<file path="src/rtl/multicycle_exec_unit_pkg.sv">
// isa_pkg: shared ISA definitions for the multi-cycle execute core.
//   opcode_t     - 4-bit opcode field (byte0[7:4]); unlisted values run as NOP
//   instr_t      - 16-bit instruction {opcode, rd, byte1}, byte1 = imm8 or {rs1, rs2}
//   exec_state_t - fetch/execute sequencer states
package isa_pkg;

  typedef enum logic [3:0] {
    NOP   = 4'h0,
    MOVIR = 4'h1,
    ADDRR = 4'h2,
    SUBRR = 4'h3,
    JZI   = 4'h4,
    JCI   = 4'h5,
    JMPI  = 4'h6,
    LDI   = 4'h7,
    STI   = 4'h8,
    HALT  = 4'h9
  } opcode_t;

  typedef struct packed {
    opcode_t    opcode;
    logic [3:0] rd;
    logic [7:0] byte1;
  } instr_t;

  typedef enum logic [2:0] {
    FETCH_HI,
    FETCH_LO,
    EXECUTE,
    MEM_ACCESS,
    HALTED
  } exec_state_t;

endpackage

</file>
<file path="src/rtl/multicycle_exec_unit_alu.sv">
// exec_alu: combinational add/subtract unit.
//   op     - opcode; only ADDRR and SUBRR produce a meaningful result
//   a, b   - operands (rs1, rs2)
//   result - (a op b) mod 2^DATA_BITS
//   z      - result is zero
//   c      - carry-out for ADDRR, borrow (a < b unsigned) for SUBRR
module exec_alu
  import isa_pkg::*;
#(
  parameter int unsigned DATA_BITS = 8
) (
  input  opcode_t              op,
  input  logic [DATA_BITS-1:0] a,
  input  logic [DATA_BITS-1:0] b,
  output logic [DATA_BITS-1:0] result,
  output logic                 z,
  output logic                 c
);

  // One extra bit holds the carry; for subtraction it goes high exactly on borrow.
  logic [DATA_BITS:0] wide;

  always_comb begin
    wide = '0;
    case (op)
      ADDRR:   wide = {1'b0, a} + {1'b0, b};
      SUBRR:   wide = {1'b0, a} - {1'b0, b};
      default: wide = '0;
    endcase
    result = wide[DATA_BITS-1:0];
    c      = wide[DATA_BITS];
    z      = (result == '0);
  end

endmodule

</file>
<file path="src/rtl/multicycle_exec_unit.sv">
// multicycle_exec_unit: multi-cycle fetch/execute core, 16 x DATA_BITS registers,
// byte-wide external memory over a req/ack handshake.
//   clk, reset            - clock, synchronous active-high reset
//   mem_req/we/addr/wdata - memory request, held until mem_ack
//   mem_rdata, mem_ack    - read data and completion of the current request
//   dbg_reg_sel/data      - combinational register read port
//   pc, flag_z, flag_c    - architectural state
//   instr_done            - one-cycle pulse per retired instruction
//   halted                - high while in HALTED
module multicycle_exec_unit
  import isa_pkg::*;
#(
  parameter int unsigned DATA_BITS = 8,
  parameter int unsigned ADDR_BITS = 8
) (
  input  logic                 clk,
  input  logic                 reset,
  output logic                 mem_req,
  output logic                 mem_we,
  output logic [ADDR_BITS-1:0] mem_addr,
  output logic [7:0]           mem_wdata,
  input  logic [7:0]           mem_rdata,
  input  logic                 mem_ack,
  input  logic [3:0]           dbg_reg_sel,
  output logic [DATA_BITS-1:0] dbg_reg_data,
  output logic [ADDR_BITS-1:0] pc,
  output logic                 flag_z,
  output logic                 flag_c,
  output logic                 instr_done,
  output logic                 halted
);

  exec_state_t          state_q, state_d;
  instr_t               ir;
  logic [DATA_BITS-1:0] regs [16];

  logic [ADDR_BITS-1:0] pc_plus1, pc_plus2, imm_addr;
  logic [DATA_BITS-1:0] alu_result;
  logic                 alu_z, alu_c;

  assign pc_plus1 = pc + ADDR_BITS'(1);
  assign pc_plus2 = pc + ADDR_BITS'(2);
  assign imm_addr = ADDR_BITS'(ir.byte1);

  always_comb dbg_reg_data = regs[dbg_reg_sel];

  exec_alu #(.DATA_BITS(DATA_BITS)) u_alu (
    .op     (ir.opcode),
    .a      (regs[ir.byte1[7:4]]),
    .b      (regs[ir.byte1[3:0]]),
    .result (alu_result),
    .z      (alu_z),
    .c      (alu_c)
  );

  always_ff @(posedge clk) begin
    if (reset) state_q <= FETCH_HI;
    else       state_q <= state_d;
  end

  always_comb begin
    state_d    = state_q;
    mem_req    = 1'b0;
    mem_we     = 1'b0;
    mem_addr   = '0;
    mem_wdata  = '0;
    instr_done = 1'b0;
    halted     = 1'b0;
    case (state_q)
      FETCH_HI: begin
        mem_req  = 1'b1;
        mem_addr = pc;
        if (mem_ack) state_d = FETCH_LO;
      end
      FETCH_LO: begin
        mem_req  = 1'b1;
        mem_addr = pc_plus1;
        if (mem_ack) state_d = EXECUTE;
      end
      EXECUTE: begin
        case (ir.opcode)
          LDI, STI: state_d = MEM_ACCESS;
          HALT: begin
            instr_done = 1'b1;
            state_d    = HALTED;
          end
          default: begin
            instr_done = 1'b1;
            state_d    = FETCH_HI;
          end
        endcase
      end
      MEM_ACCESS: begin
        mem_req  = 1'b1;
        mem_addr = imm_addr;
        if (ir.opcode == STI) begin
          mem_we    = 1'b1;
          mem_wdata = regs[ir.rd][7:0];
        end
        if (mem_ack) begin
          instr_done = 1'b1;
          state_d    = FETCH_HI;
        end
      end
      HALTED:  halted = 1'b1;
      default: state_d = FETCH_HI;
    endcase
    // Outputs are decoded from state, so reset must mask them to drop an
    // in-flight request in the same cycle reset is seen.
    if (reset) begin
      mem_req    = 1'b0;
      mem_we     = 1'b0;
      mem_addr   = '0;
      mem_wdata  = '0;
      instr_done = 1'b0;
      halted     = 1'b0;
    end
  end

  always_ff @(posedge clk) begin
    if (reset) begin
      pc     <= '0;
      flag_z <= 1'b0;
      flag_c <= 1'b0;
      ir     <= '0;
      for (int unsigned i = 0; i < 16; i++) regs[i] <= '0;
    end else begin
      case (state_q)
        FETCH_HI: if (mem_ack) begin
          ir.opcode <= opcode_t'(mem_rdata[7:4]);
          ir.rd     <= mem_rdata[3:0];
        end
        FETCH_LO: if (mem_ack) ir.byte1 <= mem_rdata;
        EXECUTE: begin
          case (ir.opcode)
            MOVIR: begin
              regs[ir.rd] <= DATA_BITS'(ir.byte1);
              pc          <= pc_plus2;
            end
            ADDRR, SUBRR: begin
              regs[ir.rd] <= alu_result;
              flag_z      <= alu_z;
              flag_c      <= alu_c;
              pc          <= pc_plus2;
            end
            JZI:  pc <= flag_z ? imm_addr : pc_plus2;
            JCI:  pc <= flag_c ? imm_addr : pc_plus2;
            JMPI: pc <= imm_addr;
            LDI, STI, HALT: ;
            default: pc <= pc_plus2;
          endcase
        end
        MEM_ACCESS: if (mem_ack) begin
          if (ir.opcode == LDI) regs[ir.rd] <= DATA_BITS'(mem_rdata);
          pc <= pc_plus2;
        end
        default: ;
      endcase
    end
  end

endmodule

</file>
<file path="config.mk">
export PLATFORM = sky130hd
export DESIGN_NAME = multicycle_exec_unit
export DESIGN_NICKNAME = d
export VERILOG_FILES = /design/src/rtl/multicycle_exec_unit_pkg.sv /design/src/rtl/multicycle_exec_unit_alu.sv /design/src/rtl/multicycle_exec_unit.sv
export SDC_FILE = /design/constraint.sdc
export NUM_CORES = 1
export LEC_CHECK = 0
export BUFFER_PORTS_ARGS = -buffer_cell sky130_fd_sc_hd__buf_2
export CORE_MARGIN = 5
export CORE_UTILIZATION = 60
export CTS_BUF_LIST = sky130_fd_sc_hd__clkbuf_16
export CTS_CLUSTER_DIAMETER = 200
export CTS_CLUSTER_SIZE = 16
export DETAILED_ROUTE_END_ITERATION = 10
export GPL_ROUTABILITY_DRIVEN = 0
export PLACE_DENSITY = 0.77
export SLEW_MARGIN = 20
export SYNTH_ARGS = -nofsm -noshare
export SYNTH_HDL_FRONTEND = slang
export SYNTH_SLANG_ARGS = --single-unit
</file>
<file path="constraint.sdc">
create_clock -name clk -period 6.77 [get_ports clk]
set_input_delay 0.3385 -clock clk [delete_from_list [all_inputs] [get_ports clk]]
set_output_delay 0.3385 -clock clk [all_outputs]
set_load 0.03 [all_outputs]
</file>
==> key figures <==
Timing
  – Worst Max-Slew Pin Slew: 0.992 ns
  – Hold Fails Final Rpt: 0
  – Max_slew headroom: 0.329
  – Final Setup Violations: 0
  – Upper clock frequency limit: 198 MHz
  – Slew Limit Fails: 0
  – Setup TNS: 0 ns
  – Shortest period the worst path allows: 5.06 ns
  – Setup repair after global routing missed its margin: no
  – Worst-case clock skew: 0.0102 ns
  – Fraction of the cycle the final worst path needs: 0.747

Floorplanning
  – Standard-cell row count: 49
  – Number of placed I/O pins: 53
  – Die ar.: 0.0214 mm²
  – Initial core utilization: 0.615
  – Die height: 146 µm
  – Area of the placeable core: 0.0181 mm²
  – Die boundary width: 146 µm

Worst setup path
  – Crit Path Category: reg2reg
  – FF-to-FF End: regs[15][6]
  – Signal arrival time at the worst endpoint: 5.22 ns
  – Slack of the worst reg-to-reg path: 1.71 ns
  – Worst Path Max Fanout: 16
  – Depth of the most critical reg-to-reg path: 15
  – Worst setup SP type: flip-flop
  – Kind of end point of the critical path: flip-flop
  – CP Data Required Time: 6.93 ns

Hold path
  – Hold wc startpoint: mem_rdata[7]
  – Hold Crit Depth: 3
  – Hold endpoint: ir[15]
  – Classification of the worst-slack hold path: in2reg

Logic synthesis
  – Library cells used by synthesis: 55
  – Post-synthesis compound-gate area fraction: 0.0694
  – Number of synthesized register bits: 169
  – Avg Synthesized Cell Area: 12.5 µm²
  – Dominant combinational cell family by area after synthesis: multiplexers
  – Post-Synth Simple-Gate Area: 0.135
  – Synthesized cell area: 0.0111 mm²
  – Adder-cell share of the synthesized area: 0.0142
  – Post-synth ARST share: 0
  – Mux cell area share after synthesis: 0.320
  – Leading register cell type out of synthesis: sky130_fd_sc_hd__edfxtp_1
  – Number of enable flip-flop cells after synthesis: 128
  – Total of warnings raised by yosys: 0
  – Sequential area share after synthesis: 0.419
  – Xor and xnor fraction of the mapped netlist area: 0.0118
  – Syn_nets: 918
  – Cell count after synthesis: 891

Run
  – Count of maximum capacitance violations: 0

GRT
  – Wire length of the first global-routing pass: 50.2 mm
  – Overall Global Routing Usage: 0.307
  – Met2 global-route usage: 0.484
  – Met3 capacity usage during global routing: 0.0747
  – Largest net degree at the start of global routing: 49
  – GR met1 Demand/Resource: 0.420
  – Highest-utilization routing layer at the global route stage: met2
  – Global-route congestion overflow total: 0
  – Via count of the first global-routing pass: 8183
  – Antenna violations before repair: 0

Placement
  – I/O Buffers: 52
  – Placed insts: 1113
  – Dpl hpwl: 23.2 mm

Clock network
  – Clock transition time at the flip-flop clock pins of the worst setup and hold paths: 0.07 ns
  – Latest clock arrival within the worst-skew pair: 0.44 ns
  – Post-CTS sizing: 0
  – Clock Tree Buf Depth: 2
  – Hold buffers post-CTS: 0
  – Number of buffers inserted by post-CTS setup repair: 0
  – Clock tree from TritonCTS: built
  – Number of H-tree branching levels: 4
  – Clock buffers created by TritonCTS: 17
  – Clock root buffer: sky130_fd_sc_hd__clkbuf_16
  – Num Clock Sinks: 169

Power
  – Switching component of the power: 0.777 mW
  – Clk pwr share: 0.370
  – Proportion of total power due to net switching: 0.296
  – Design internal power: 1.85 mW
  – Combinational cell fraction of total power: 0.168
  – Leak pwr: 4.00 nW
  – Sequential power share: 0.462
  – Power density over the cells: 216 mW/mm²
  – Max VDD drop: 0.173 mV

Finish
  – Layout Cells excl Fill: 1145
  – Layout cells sized above 1: 0.288
  – Fillcell total: 1254
  – Nets@finish: 930
  – Diodes inserted: 0
  – Area grow syn2layout: 8.90%

Drt
  – Initial DRT Pass Iterations: 5
  – Remaining routing DRC violations: 0
  – Wire length after detailed routing: 32.7 mm
  – Starting DRT DRC Count: 1320
  – Vias post-DR: 8611
  – Routed WL per cell: 28.5 µm
  – Number of nets with antenna violations after routing: 0
  – Via density: 7.52

Run status
  – Result of the run: finished clean
[per-stage QoR]
| step | hold slack, ns | setup WS (ns) | area (µm²) | power (mW) | utilization |
|---|---|---|---|---|---|
| after global placement | 0.493 | 1.85 | 11500 | 1.65 | 0.637 |
| after CTS | 0.163 | 1.64 | 12100 | 2.60 | 0.669 |
| after detailed placement | 0.495 | 1.67 | 11500 | 1.66 | 0.637 |
| after floorplan | 0.466 | 2.24 | 11100 | 1.54 | - |
| after global routing | 0.172 | 1.52 | 12100 | 2.70 | 0.670 |
| final | 0.175 | 1.71 | 12100 | 2.62 | 0.670 |
[critical path, stage by stage (launching register included)]
cell,delay (ns)
sky130_fd_sc_hd__dfxtp_1,0.86
sky130_fd_sc_hd__buf_4,0.37
sky130_fd_sc_hd__mux4_2,0.53
sky130_fd_sc_hd__mux2i_1,0.33
sky130_fd_sc_hd__mux2i_1,0.18
sky130_fd_sc_hd__nor2_1,0.17
sky130_fd_sc_hd__and4b_1,0.25
sky130_fd_sc_hd__nor2_1,0.06
sky130_fd_sc_hd__xnor2_1,0.15
sky130_fd_sc_hd__ha_1,0.32
sky130_fd_sc_hd__o21ai_0,0.09
sky130_fd_sc_hd__a32oi_1,0.30
sky130_fd_sc_hd__xnor2_1,0.19
sky130_fd_sc_hd__nor3_1,0.10
sky130_fd_sc_hd__a211oi_4,0.72
sky130_fd_sc_hd__nor3_1,0.13
[power by group through the flow]
| stage | clock [mW] | sequential (mW) | combinational [mW] |
|---|---|---|---|
| 2_1_floorplan | 0 | 1.19 | 0.345 |
| 3_3_place_gp | 0 | 1.23 | 0.419 |
| 3_5_place_dp | 0 | 1.23 | 0.425 |
| 4_1_cts | 0.966 | 1.21 | 0.430 |
| 5_1_grt | 1.02 | 1.22 | 0.466 |
| 6_report | 0.971 | 1.21 | 0.440 |
[state kept, by name (all words and copies together), names as in the netlist, named ones only]
signal / count
regs: 128
imm_addr: 8
ir: 8
pc: 8
state_q: 3
flag_c: 1
flag_z: 1
[worst max-delay path by stage]
stage | from | endpoint | slack, ns | cells past startpoint
6_report | flip-flop | regs[15][6] | 1.71 | 15
5_1_grt | flip-flop | regs[12][6] | 1.52 | 15
4_1_cts | flip-flop | regs[8][6] | 1.64 | 15
3_5_place_dp | flip-flop | regs[1][6] | 1.67 | 15
3_3_place_gp | flip-flop | regs[1][6] | 1.85 | 15
2_1_floorplan | flip-flop | regs[10][7] | 2.24 | 16
[layout by cell type (no fill, tap or decap), types with 4 or more instances in the layout]
| cell | count |
|---|---|
| sky130_fd_sc_hd__nand2_1 | 71 |
| sky130_fd_sc_hd__a31oi_1 | 10 |
| sky130_fd_sc_hd__buf_2 | 52 |
| sky130_fd_sc_hd__nor3b_1 | 6 |
| sky130_fd_sc_hd__xor2_1 | 9 |
| sky130_fd_sc_hd__mux2i_1 | 10 |
| sky130_fd_sc_hd__nor3_1 | 37 |
| sky130_fd_sc_hd__a211oi_1 | 20 |
| sky130_fd_sc_hd__clkbuf_16 | 17 |
| sky130_fd_sc_hd__inv_8 | 5 |
| sky130_fd_sc_hd__o21ai_1 | 5 |
| sky130_fd_sc_hd__ha_1 | 11 |
| sky130_fd_sc_hd__and3_1 | 5 |
| sky130_fd_sc_hd__nand2b_1 | 19 |
| sky130_fd_sc_hd__xnor2_1 | 6 |
| sky130_fd_sc_hd__a22oi_1 | 10 |
| sky130_fd_sc_hd__nand4_1 | 4 |
| sky130_fd_sc_hd__dfxtp_1 | 38 |
| sky130_fd_sc_hd__and2_1 | 7 |
| sky130_fd_sc_hd__nor2_1 | 124 |
| sky130_fd_sc_hd__buf_4 | 18 |
| sky130_fd_sc_hd__o21ai_0 | 14 |
| sky130_fd_sc_hd__nand3_1 | 13 |
| sky130_fd_sc_hd__inv_1 | 11 |
| sky130_fd_sc_hd__mux4_2 | 149 |
| sky130_fd_sc_hd__edfxtp_1 | 128 |
| sky130_fd_sc_hd__nor2b_1 | 17 |
| sky130_fd_sc_hd__a21oi_1 | 39 |
[cell families after synthesis]
logic type | after synthesis
simple gates | 322
fa+ha+maj | 12
xor+xnor | 15
flops | 169
mux | 164
compound gates | 121
buf+inv | 88
[final cells by class]
| type | count | area [µm²] | area share |
|---|---|---|---|
| multi-input cells | 634 | 6150 | 0.507 |
| clock inverters | 15 | 153 | 0.0126 |
| clock buffers | 17 | 425 | 0.0351 |
| repair buffers | 70 | 395 | 0.0326 |
| flip-flops and latches | 169 | 4670 | 0.385 |
| well taps | 229 | 287 | 0.0236 |
| inverters | 11 | 41.3 | 0.00341 |
[Yosys cell counts, types with 7 or more instances]
master,number,area share
sky130_fd_sc_hd__a22oi_1,10,0.0067
sky130_fd_sc_hd__nor3_1,37,0.017
sky130_fd_sc_hd__mux4_2,149,0.30
sky130_fd_sc_hd__nand3_1,13,0.0058
sky130_fd_sc_hd__a31oi_1,10,0.0056
sky130_fd_sc_hd__edfxtp_1,128,0.35
sky130_fd_sc_hd__ha_1,11,0.012
sky130_fd_sc_hd__and2_1,7,0.0039
sky130_fd_sc_hd__o21ai_0,14,0.0063
sky130_fd_sc_hd__inv_1,11,0.0037
sky130_fd_sc_hd__nand2_1,71,0.024
sky130_fd_sc_hd__xor2_1,9,0.0071
sky130_fd_sc_hd__nor2b_1,17,0.0096
sky130_fd_sc_hd__a211oi_1,22,0.015
sky130_fd_sc_hd__dfxtp_1,41,0.074
sky130_fd_sc_hd__buf_1,17,0.0057
sky130_fd_sc_hd__mux2i_1,10,0.0090
sky130_fd_sc_hd__nor2_1,125,0.042
sky130_fd_sc_hd__nand2b_1,19,0.011
sky130_fd_sc_hd__a21oi_1,39,0.018
sky130_fd_sc_hd__clkbuf_1,53,0.018
[layer usage]
| metal | vias up | wire [µm] |
|---|---|---|
| met5 | - | 0 |
| met4 | 0 | 1270 |
| li1 | 3524 | - |
| met2 | 736 | 15700 |
| met1 | 4237 | 11500 |
| met3 | 114 | 4160 |
No activity file was read; power rests on OpenSTA's default activity.
